==> config.mk <==
export PLATFORM = sky130hd
export DESIGN_NAME = register_file
export DESIGN_NICKNAME = d
export VERILOG_FILES = /design/src/rtl/register_file.sv
export SDC_FILE = /design/constraint.sdc
export NUM_CORES = 2
export LEC_CHECK = 0
export CAP_MARGIN = 30
export CORE_MARGIN = 1
export CORE_UTILIZATION = 60
export CTS_BUF_LIST = sky130_fd_sc_hd__clkbuf_4
export DETAILED_ROUTE_END_ITERATION = 10
export PLACE_DENSITY = 0.78
export SLEW_MARGIN = 20
export SYNTH_ARGS = -nofsm -noshare
export SYNTH_HDL_FRONTEND = slang
export SYNTH_SLANG_ARGS = --single-unit
==> constraint.sdc <==
create_clock -name clock -period 95.9 [get_ports clock]
set_clock_uncertainty 0.2 [all_clocks]
set_input_delay 9.59 -clock clock [delete_from_list [all_inputs] [get_ports clock]]
set_output_delay 9.59 -clock clock [all_outputs]
set_load 0.01 [all_outputs]
==> src/rtl/register_file.sv <==
// Architectural GPR file: WB-stage byte-strobed write sink, two async ID read ports.
// Optional REGFILE_WRITE_BYPASS_EN: same-cycle write-first forwarding to read ports.

package wb_stage_params;
  localparam int WB_ADDR_W = 5;
  localparam int WB_DATA_W = 32;
  localparam int WB_STRB_W = WB_DATA_W / 8;

  typedef struct packed {
    logic                 write_enabled;
    logic [WB_ADDR_W-1:0] write_address;
    logic [WB_STRB_W-1:0] write_strobe;
    logic [WB_DATA_W-1:0] write_data;
  } WBToRegisterFileData;
endpackage

module register_file
  import wb_stage_params::*;
#(
  parameter int ADDRESS_WIDTH = WB_ADDR_W,
  parameter int DATA_WIDTH    = WB_DATA_W
) (
  input  logic                     clock,
  input  logic                     reset,
  input  WBToRegisterFileData      wb_to_register_file_bus,
  input  logic [ADDRESS_WIDTH-1:0] read_address_1,
  output logic [DATA_WIDTH-1:0]    read_data_1,
  input  logic [ADDRESS_WIDTH-1:0] read_address_2,
  output logic [DATA_WIDTH-1:0]    read_data_2,
  output logic [31:0]              write_count
);

  localparam int ENTRIES = 2 ** ADDRESS_WIDTH;
  localparam int LANES   = DATA_WIDTH / 8;

  logic [DATA_WIDTH-1:0]    regs_q [ENTRIES];
  logic [DATA_WIDTH-1:0]    regs_d [ENTRIES];
  logic [31:0]              count_q;
  logic [31:0]              count_d;

  logic                     wr_en;
  logic [ADDRESS_WIDTH-1:0] wr_addr;
  logic [LANES-1:0]         wr_strb;
  logic [DATA_WIDTH-1:0]    wr_data;
  logic                     wr_hit;
  logic                     commit;
  logic [DATA_WIDTH-1:0]    merged;

  assign wr_en   = wb_to_register_file_bus.write_enabled;
  assign wr_addr = ADDRESS_WIDTH'(wb_to_register_file_bus.write_address);
  assign wr_strb = LANES'(wb_to_register_file_bus.write_strobe);
  assign wr_data = DATA_WIDTH'(wb_to_register_file_bus.write_data);

  // A write targeting $0 is a no-op; one with no strobed lane changes nothing
  assign wr_hit = wr_en && (wr_addr != '0);
  assign commit = wr_hit && (wr_strb != '0);

  // Byte-lane merge of incoming data over the stored target entry
  always_comb begin
    merged = regs_q[wr_addr];
    for (int i = 0; i < LANES; i++) begin
      if (wr_strb[i]) merged[8*i +: 8] = wr_data[8*i +: 8];
    end
  end

  // Next-state for the entry array and the committed-write counter
  always_comb begin
    regs_d  = regs_q;
    count_d = count_q;
    if (commit) begin
      regs_d[wr_addr] = merged;
      count_d         = count_q + 32'd1;
    end
  end

  // State update; reset clears everything and swallows a concurrent write
  always_ff @(posedge clock or posedge reset) begin
    if (reset) begin
      for (int e = 0; e < ENTRIES; e++) regs_q[e] <= '0;
      count_q <= '0;
    end else begin
      regs_q  <= regs_d;
      count_q <= count_d;
    end
  end

  // Combinational read ports; $0 always reads zero
  always_comb begin
    read_data_1 = '0;
    read_data_2 = '0;
    if (read_address_1 != '0) read_data_1 = regs_q[read_address_1];
    if (read_address_2 != '0) read_data_2 = regs_q[read_address_2];
`ifdef REGFILE_WRITE_BYPASS_EN
    // Write-first forwarding; suppressed while reset drops the write
    if (!reset && wr_hit && read_address_1 == wr_addr) read_data_1 = merged;
    if (!reset && wr_hit && read_address_2 == wr_addr) read_data_2 = merged;
`endif
  end

  assign write_count = count_q;

endmodule

==> run summary <==
Final min period - 23.46 ns
fmax - 42.6 MHz
worst-path fanout max - 20
post-CTS setup buffers - 0
FF-to-FF End - regs_q[132]$_DFFE_PP0P_
post-synth top area share - 41.9%
DIE AREA - 106000 um2
Final ANT Viol Nets - 0
syn avg cell area - 13.0 um2
Slew @ Worst Pin - 1.25 ns
R2R cell count - 4
Post-synth EDFFs - 0
vias in the first global route - 49700
FF+latch count, synth - 1056
# resized after CTS - 0
Syn Inst Count - 4867
largest net degree at the start of global routing - 175
CP Capture Type - primary output
Fin. Hold Viols - 0
library cells used by synthesis - 72
cts bufs inserted - 296
Max-slew headroom - 17.0%
first-pass GRT wire length - 330000 um
crit path to - read_data_2[11]
initial antenna violation count - 8
Max Cap Violations - 0
Critical Path Slowest Stage Cell - nand2b_2
clk slew on worst S/H paths - 0.06 ns
port bufs - 149
CTS tree - done
Final nets - 4993
die height - 326 um
grt total ovfl - 0
final hold slack - 0.218 ns
most frequent cells in the layout - dfrtp_1 (1056), mux2_2 (634), mux4_2 (595), clkbuf_4 (399), mux2i_1 (398)
flop2flop setup slack - 93.09 ns
fin. max-slew vios - 0
number of H-tree levels - 5
worst hold path class - reg2reg
clock sink count - 1056
Core Footprint - 104000 um2
Total GRT Usage - 42.5%
most common cell after layout, fill and taps aside - dfrtp_1
unrepaired setup endpoints after global routing - no
Power per Cell Area - 19.2 nW/um2
post-synthesis sequential area ratio - 41.9%
critical path data required time - 86.11 ns
leading area contributor after synthesis - dfrtp_1
Worst Path Arrival - 13.67 ns
Critical Path Max Stage Delay - 0.81 ns
multi-input logic area - 34400 um2
class of the most critical setup path - in2out
Worst IR Drop VDD - 13.1 uV
DP Area - 65600 um2
status - completed
Avg WL per Cell - 34.6 um
post-route cell area - 69400 um2
Worst R2R Start - regs_q[900]$_DFFE_PP0P_
setup TNS - 0 ns
initial drt markers - 8005
Async S/R FF share, synth - 100%
Worst setup SP type - input port
DR pass1 iterations - 8
number of remaining DRC errors - 0
syn nets - 4922
Hold Path Cell Cnt - 0
Longest Clk Path Bufs - 4
Static Leak - 30.1 nW
initial core utilization - 60.7%
Yosys Warn Count - 0
CP Cell Sequence - clkdlybuf4s50_1, nor2b_2, buf_4, nand2b_2, o22ai_1, a211o_1, a31oi_1, clkdlybuf4s50_1
# hold bufs at CTS - 0
Filler cells - 7463
gpl congestion - 0.931
DPL Wire Length - 131000 um
drt total wl - 225000 um
num rows - 118
dominant synthesized flop cell - dfrtp_1
Critical Path Start - read_address_2[3]
share of post-route cells with drive strength above 1 - 37.6%
Top Ports - 150
die width - 326 um
Synth-to-Final Area Change - 10.0%
most used cell, CP - clkdlybuf4s50_1
Worst-Skew Late Latency - 1.26 ns
synth top area cells - dfrtp_1 (42%), mux4_2 (21%), mux2_2 (11%), mux2i_1 (6.3%), nand2_1 (2.4%)
synthesized cell area - 63100 um2
via count - 50000
# setup viols final - 0
FF/Latch Area - 26400 um2
Root Driver - clkbuf_4
Final Cycle Share - 24.5%
drt via density - 7.70
-- logic make-up (layout without fill, tap and decap cells) --
| family | Yosys count | after routing | synth area share (%) |
|---|---|---|---|
| and+or+nand+nor | 629 | 629 | 4.64 |
| AOI/OAI and AO/OA | 929 | 929 | 9.64 |
| muxes | 1641 | 1641 | 39.1 |
| DFF | 1056 | 1056 | 41.9 |
| other | 0 | 11 | 0 |
| buffers and inverters | 580 | 816 | 4.25 |
| adders and majority gates | 1 | 1 | 0.0198 |
| xor gates and xnor gates | 31 | 31 | 0.430 |
-- worst min-delay path by stage --
stage                     slack, ns                startpoint                       end
after floorplan                0.26  regs_q[1002]$_DFFE_PP0P_  regs_q[1002]$_DFFE_PP0P_
after global placement         0.20  regs_q[1020]$_DFFE_PP0P_  regs_q[1020]$_DFFE_PP0P_
after detailed placement       0.20  regs_q[1015]$_DFFE_PP0P_  regs_q[1015]$_DFFE_PP0P_
after CTS                      0.22  regs_q[1019]$_DFFE_PP0P_  regs_q[1019]$_DFFE_PP0P_
after global routing           0.23  regs_q[1015]$_DFFE_PP0P_  regs_q[1015]$_DFFE_PP0P_
final                          0.22  regs_q[1015]$_DFFE_PP0P_  regs_q[1015]$_DFFE_PP0P_
-- critical path: cells and delay by family --
family	cells	cell delay (ns)
buf+inv	3	1.73
simple gates	2	1.26
compound gates	3	1.07
-- per-layer routing --
| metal | vias up | wire length [um] | part of all wire [%] | global-route usage, % |
|---|---|---|---|---|
| met4 | 14 | 17800 | 7.9 | 29.8 |
| li1 | 19300 | - | - | - |
| met5 | - | 167 | 0.074 | 0.311 |
| met3 | 1227 | 36500 | 16 | 18.8 |
| met1 | 24900 | 75600 | 34 | 53.9 |
| met2 | 4629 | 94800 | 42 | 58.2 |
-- registers in the layout, indices dropped and copies added (netlist names) --
name and flops:
write_count 32, regs_q 1024
-- synthesized netlist by cell type, types with 13 or more instances --
| library cell | n |
|---|---|
| a32oi_1 | 15 |
| nor2b_1 | 24 |
| nor3_1 | 21 |
| mux2i_1 | 398 |
| nand3_1 | 19 |
| xnor2_1 | 19 |
| buf_4 | 34 |
| o21ai_0 | 288 |
| nor2_1 | 44 |
| mux2_2 | 634 |
| a31oi_1 | 66 |
| buf_1 | 25 |
| nor4_1 | 21 |
| mux2_1 | 14 |
| o22ai_1 | 203 |
| a22oi_1 | 175 |
| clkbuf_1 | 272 |
| a211o_1 | 64 |
| or4_1 | 13 |
| mux4_2 | 595 |
| buf_2 | 204 |
| inv_1 | 25 |
| dfrtp_1 | 1056 |
| a211oi_1 | 15 |
| o31ai_1 | 64 |
| nand2_1 | 411 |
| buf_6 | 16 |
-- cell type report --
class	count	share of cell area (%)
diodes	11	0.0397
clock buffers	398	4.31
clock inverters	65	0.555
inverters	26	0.151
multi-input cells	3231	49.5
flip-flops and latches	1056	38.1
well taps	1380	2.49
repair buffers	327	4.87
-- report_power, final --
group / internal, W / total, W / switching (W)
logic: 0.000175 / 0.000324 / 0.000149
registers: 0.000524 / 0.000607 / 0.0000827
clock network: 0.000204 / 0.000399 / 0.000196
-- through the flow --
stage	worst slack (ns)	instances	util (%)	power (W)
CTS	71.94	6463	66.3	0.00132
detailed placement	71.95	6000	63.1	0.000923
global placement	71.96	5969	62.6	0.000904
global route	72.47	6486	66.8	0.00138
floorplan	56.39	4867	-	0.000823
finish	72.44	6494	66.8	0.00133
No activity file was read; power rests on OpenSTA's default activity.
